File: src/rtl/stopwatch_pkg.sv
// Shared types and default constants for the stopwatch control slice.
package stopwatch_pkg;

  typedef enum logic [1:0] {
    IDLE  = 2'b00,
    RUN   = 2'b01,
    PAUSE = 2'b10,
    LAP   = 2'b11
  } sw_state_t;

  localparam int unsigned CLK_HZ      = 50_000_000;
  localparam int unsigned DEBOUNCE_MS = 20;

  // Counter width able to hold 0..n-1, never narrower than one bit.
  function automatic int unsigned cnt_width(input int unsigned n);
    return (n > 32'd1) ? $clog2(n) : 32'd1;
  endfunction

endpackage

File: src/rtl/btn_debounce.sv
// Button synchroniser plus stability-counter debouncer; emits a one-cycle pulse on an accepted press.
module btn_debounce
  import stopwatch_pkg::*;
#(
  parameter int unsigned DEBOUNCE_CYCLES = CLK_HZ / 1000 * DEBOUNCE_MS,
  parameter int unsigned SYNC_STAGES     = 2
) (
  input  logic clk,
  input  logic rst_n,
  input  logic btn_i,
  output logic press_o
);

  localparam int unsigned   CW       = cnt_width(DEBOUNCE_CYCLES);
  localparam logic [CW-1:0] CNT_LAST = CW'(DEBOUNCE_CYCLES - 1);

  logic [SYNC_STAGES-1:0] sync_q;
  logic [CW-1:0]          cnt_q;
  logic                   stable_q;
  logic                   press_q;
  logic                   synced;

  assign synced  = sync_q[SYNC_STAGES-1];
  assign press_o = press_q;

  // The pulse is raised on the same edge that accepts a new high level, so it is already registered.
  always_ff @(posedge clk or negedge rst_n) begin
    if (!rst_n) begin
      sync_q   <= '0;
      cnt_q    <= '0;
      stable_q <= 1'b0;
      press_q  <= 1'b0;
    end else begin
      sync_q  <= {sync_q[SYNC_STAGES-2:0], btn_i};
      press_q <= 1'b0;
      if (synced == stable_q) begin
        cnt_q <= '0;
      end else if (cnt_q == CNT_LAST) begin
        stable_q <= synced;
        cnt_q    <= '0;
        press_q  <= synced;
      end else begin
        cnt_q <= cnt_q + 1'b1;
      end
    end
  end

endmodule

File: src/rtl/stopwatch_ctrl.sv
// Stopwatch control: debounced buttons, run/pause/lap FSM, 1 Hz prescaler and counter strobes.
module stopwatch_ctrl
  import stopwatch_pkg::*;
#(
  parameter int unsigned TICK_DIV        = CLK_HZ,
  parameter int unsigned DEBOUNCE_CYCLES = CLK_HZ / 1000 * DEBOUNCE_MS,
  parameter int unsigned SYNC_STAGES     = 2
) (
  input  logic       clk,
  input  logic       rst_n,
  input  logic       start_stop_btn,
  input  logic       lap_reset_btn,
  output logic       cnt_en,
  output logic       cnt_clr,
  output logic       lap_hold,
  output logic       running,
  output logic [1:0] state
);

  localparam int unsigned   PW         = cnt_width(TICK_DIV);
  localparam logic [PW-1:0] PRESC_LAST = PW'(TICK_DIV - 1);

  logic          ss_p;
  logic          lr_p;
  sw_state_t     state_q;
  logic [PW-1:0] presc_q;
  logic          tick_q;
  logic          cnt_en_q;
  logic          cnt_clr_q;
  logic          lap_hold_q;
  logic          running_q;
  logic          counting;
  logic          wrap;

  btn_debounce #(
    .DEBOUNCE_CYCLES(DEBOUNCE_CYCLES),
    .SYNC_STAGES    (SYNC_STAGES)
  ) u_ss_db (
    .clk    (clk),
    .rst_n  (rst_n),
    .btn_i  (start_stop_btn),
    .press_o(ss_p)
  );

  btn_debounce #(
    .DEBOUNCE_CYCLES(DEBOUNCE_CYCLES),
    .SYNC_STAGES    (SYNC_STAGES)
  ) u_lr_db (
    .clk    (clk),
    .rst_n  (rst_n),
    .btn_i  (lap_reset_btn),
    .press_o(lr_p)
  );

  assign counting = (state_q == RUN) || (state_q == LAP);
  assign wrap     = counting && (presc_q == PRESC_LAST);

  assign cnt_en   = cnt_en_q;
  assign cnt_clr  = cnt_clr_q;
  assign lap_hold = lap_hold_q;
  assign running  = running_q;
  assign state    = state_q;

  // Wrap is counted on the current state, so a wrap coinciding with a stop still yields its cnt_en;
  // a clear drops any tick still in flight so the two strobes never overlap.
  always_ff @(posedge clk or negedge rst_n) begin
    if (!rst_n) begin
      state_q    <= IDLE;
      presc_q    <= '0;
      tick_q     <= 1'b0;
      cnt_en_q   <= 1'b0;
      cnt_clr_q  <= 1'b0;
      lap_hold_q <= 1'b0;
      running_q  <= 1'b0;
    end else begin
      tick_q    <= wrap;
      cnt_en_q  <= tick_q;
      cnt_clr_q <= 1'b0;
      if (wrap) begin
        presc_q <= '0;
      end else if (counting) begin
        presc_q <= presc_q + 1'b1;
      end

      case (state_q)
        IDLE: begin
          if (ss_p) begin
            state_q   <= RUN;
            running_q <= 1'b1;
            presc_q   <= '0;
          end else if (lr_p) begin
            cnt_clr_q <= 1'b1;
            cnt_en_q  <= 1'b0;
          end
        end
        RUN: begin
          if (ss_p) begin
            state_q   <= PAUSE;
            running_q <= 1'b0;
          end else if (lr_p) begin
            state_q    <= LAP;
            lap_hold_q <= 1'b1;
          end
        end
        LAP: begin
          if (ss_p) begin
            state_q    <= PAUSE;
            running_q  <= 1'b0;
            lap_hold_q <= 1'b0;
          end else if (lr_p) begin
            state_q    <= RUN;
            lap_hold_q <= 1'b0;
          end
        end
        PAUSE: begin
          if (ss_p) begin
            state_q   <= RUN;
            running_q <= 1'b1;
          end else if (lr_p) begin
            state_q   <= IDLE;
            presc_q   <= '0;
            cnt_clr_q <= 1'b1;
            cnt_en_q  <= 1'b0;
          end
        end
        default: begin
          state_q    <= IDLE;
          presc_q    <= '0;
          running_q  <= 1'b0;
          lap_hold_q <= 1'b0;
        end
      endcase
    end
  end

endmodule

File: config.mk
export PLATFORM = sky130hd
export DESIGN_NAME = stopwatch_ctrl
export DESIGN_NICKNAME = d
export VERILOG_FILES = /design/src/rtl/stopwatch_pkg.sv /design/src/rtl/btn_debounce.sv /design/src/rtl/stopwatch_ctrl.sv
export SDC_FILE = /design/constraint.sdc
export NUM_CORES = 1
export LEC_CHECK = 0
export ABC_AREA = 1
export CORE_MARGIN = 4
export CORE_UTILIZATION = 41
export DETAILED_ROUTE_END_ITERATION = 12
export GPL_TIMING_DRIVEN = 0
export SYNTH_ARGS = -nofsm -noshare
export SYNTH_HDL_FRONTEND = slang
export SYNTH_SLANG_ARGS = --single-unit
File: constraint.sdc
create_clock -name clk -period 1.3 [get_ports clk]
set_clock_uncertainty 0.05 [all_clocks]
set_input_delay 0.26 -clock clk [delete_from_list [all_inputs] [get_ports clk]]
set_output_delay 0.26 -clock clk [all_outputs]
set_load 0.02 [all_outputs]
==> results_dict.tcl, run 1 <==
set metrics [dict create \
    globalRouteOverflowTotal 0 \
    grt_pass1_wl_um 17900 \
    rsz0062_at_grt "yes" \
    finalCritPeriodShare_pct 118 \
    first_iter_violations 270 \
    insertion_delay_ns 0.37 \
    synth_seq_cells 81 \
    diodes 0 \
    violations "setup timing" \
    cts_root_buf "clkbuf_8" \
    numClockSinks 81 \
    synth-edff-count 0 \
    multiInputGateArea_um2 2750 \
    finalWorstSetupSlack_ns -0.233 \
    postRouteAntennaNets 0 \
    cts_made_buffers 9 \
    crit_top_cell "nor2_4" \
    p_leak_nw 2.69 \
    syn_area_um2 4400 \
    fill_cells 926 \
    drt-pass1-iter-count 5 \
    finalPower_w 0.00507 \
    die_y_um 112 \
    synth-compound-area-share_pct 2.78 \
    muxShareOfSynthArea_pct 0.227 \
    route.detailed.drc 0 \
    path_cells "ha_4 -> nand2_2 -> nor2_4 -> nand2_4 -> nor2_4 -> buf_4 -> xnor2_2 -> nor2_4" \
    synthCells 582 \
    crit_type "flip-flop to flip-flop" \
    min_period_ns 1.53 \
    cpPeakStageDelay_ns 0.42 \
    synth-seq-area-share_pct 46.0 \
    vias 3974 \
    path_max_fanout 4 \
    synthXorXnorAreaFrac_pct 6.36 \
    yosys_most_used_dff "dfrtp_1" \
    antenna_found_initial 0 \
    end_kind "flip-flop" \
    peakVddDrop_uv 519 \
    seq_area_um2 2040 \
    synth_warnings 0 \
    io-pin-count 10 \
    gr-usage-all-layers_pct 17.4 \
    via_per_inst 4.96 \
    synthArstFlopShare_pct 100 \
    arrival_ns 1.73 \
    post_drt_wl_per_cell_um 13.8 \
    clock_path_buffers 2 \
    cp.required_ns 1.50 \
    syn-num-nets 589 \
    cellPowerDensity_nw_per_um2 830 \
    fmaxAchievable_mhz 653 \
    hold_path.class "primary input to async pin" \
    finalMaxSlewViolations 0 \
    critPathLaunchType "flip-flop" \
    synth_top_family_by_area "simple AND/OR/NAND/NOR gates" \
    tightest_slew_ns 0.338 \
    final_util_pct 58.6 \
    relSlewSlack_pct 77.5 \
    place_hpwl_um 6700 \
    wl_um 11000 \
    initial_core_util_pct 42.3 \
    yosys.area_share.simple_pct 36.8 \
    cts_tree "done" \
    drv_cap 0 \
    path_clk_slew_ns 0.10 \
    cp_slowest_cell "dfrtp_1" \
    htreeDepth 3 \
    nets 668 \
    final_cell_mix "106 x nand2_1, 88 x nor2_1, 70 x dfrtp_1" \
    core_um2 10400 \
    synth_cell_types 34 \
    grt_pass1_vias 3863 \
    finalSetupViolCount 68 \
    place_congestion 0.850 \
    final_common_cell "nand2_1" \
    row_count 37 \
    io_buffer_count 9 \
    fp.dieW_um 112 \
    drive_gt1_share_pct 37.2 \
    synth_fa_ha_area_share_pct 0.852 \
    areaGrowthSynthToFinish_pct 38.6 \
    grt_max_degree 69 \
    status "finished, violations left" \
    avgSynthCellArea_um2 7.57 \
    hold_violations 0 \
    die-area_um2 12500 \
]
==> logic make-up after synthesis <==
logic type / Yosys count
xor+xnor: 32
buf+inv: 76
fa+ha+maj: 3
mux: 1
compound gates: 21
simple gates: 368
flops: 81
==> worst max-delay path: cells and delay by family, from the launching register on <==
kind	cells	cell delay [ns]
xor+xnor	1	0.12
flops	1	0.42
simple gates	5	0.51
buf+inv	1	0.15
fa+ha+maj	1	0.16
==> final cells by class <==
type	instances	share of cell area (%)
plain buffers	4	0.697
clock buffers	9	2.03
clock inverters	7	1.91
inverters	72	4.63
multi-input cells	426	45.0
flip-flops and latches	81	33.4
well taps	136	2.79
repair buffers	67	9.51
==> cells in the mapped netlist (all sizes together) (3+ instances only) <==
cell     n  area (µm²)
a21oi   10        50.1
buf      4        35.0
dfrtp   81        2030
ha       3        37.5
inv     72         270
nand2  139         547
nand3   52         275
nand4    7        43.8
nor2   155         666
nor3    10        50.1
nor3b    3        27.5
o21ai    5        25.0
xnor2    8        70.1
xor2    24         210
==> registers in the layout, indices dropped and copies added (netlist names) <==
| name | cells |
|---|---|
| tick_q | 1 |
| cnt_clr | 1 |
| cnt_en | 1 |
| u_ss_db.sync_q | 2 |
| lap_hold | 1 |
| u_ss_db.press_o | 1 |
| u_lr_db.stable_q | 1 |
| state | 2 |
| running | 1 |
| u_ss_db.cnt_q | 20 |
| u_ss_db.stable_q | 1 |
| u_lr_db.cnt_q | 20 |
| u_lr_db.press_o | 1 |
| presc_q | 26 |
| u_lr_db.sync_q | 2 |
==> power by group <==
| part | switching, W | leakage [nW] | internal [W] |
|---|---|---|---|
| Sequential | 0.0000221 | 1.10 | 0.00254 |
| Combinational | 0.000143 | 1.47 | 0.000100 |
| Clock | 0.000989 | 0.120 | 0.00128 |
==> what timing repair did <==
action | in CTS | in global routing
gates cloned | 2 | 1
pin swaps | 25 | 36
setup buffers | 29 | 25
gates resized for setup | 94 | 119
hold buffers | 1 | 0
hold endpoints to repair | 13 | 0
endpoints found under the setup margin | 74 | 71
==> per-layer routing <==
| metal | GRT usage [%] | vias to the layer above | routed length (µm) | share of wire (%) |
|---|---|---|---|---|
| li1 | - | 1964 | - | - |
| met1 | 22.3 | 1925 | 4860 | 44 |
| met2 | 29.4 | 70 | 5640 | 51 |
| met3 | 2.45 | 15 | 334 | 3.0 |
| met4 | 7.79 | 0 | 207 | 1.9 |
| met5 | 0 | - | 0 | 0 |
==> through the flow <==
stage                     cell area [µm²]  cells  TNS [ns]  hold WS, ns  setup slack (ns)
after detailed placement             4760    728    -11.99       0.0913            -0.293
after global routing                 6100    802    -15.91        0.255            -0.308
after floorplan                      4480    582     -1.22      -0.0856           -0.0740
after CTS                            5510    776     -9.39        0.240            -0.264
after global placement               4740    727   -262.99        0.281             -3.43
final                                6100    802     -9.64        0.237            -0.233
==> worst paths after layout <==
kind | startpoint | to | slack, ns | depth (start not counted)
setup / recovery | presc_q[1] | presc_q[10] | -0.23 | 8
hold / removal | rst_n | presc_q[17] | 0.24 | 2
setup reg to reg | presc_q[1] | presc_q[10] | -0.23 | 8
hold reg to reg | u_ss_db.sync_q[0] | u_ss_db.sync_q[1] | 0.30 | 0
max in group asynchronous | rst_n | u_lr_db.stable_q | 0.34 | 3
min in group clk | start_stop_btn | u_ss_db.sync_q[0] | 0.29 | 1
No activity file was read; power rests on OpenSTA's default activity.
==> inputs of run 2 (changes only) <==
--- a/config.mk
+++ b/config.mk
@@ -8,6 +8,7 @@
 export ABC_AREA = 1
 export CORE_MARGIN = 4
 export CORE_UTILIZATION = 41
+export CTS_CLUSTER_SIZE = 12
 export DETAILED_ROUTE_END_ITERATION = 12
 export GPL_TIMING_DRIVEN = 0
 export SYNTH_ARGS = -nofsm -noshare
==> results of run 2 <==
The final DEF is identical to that of run 1; final timing and power are the same.
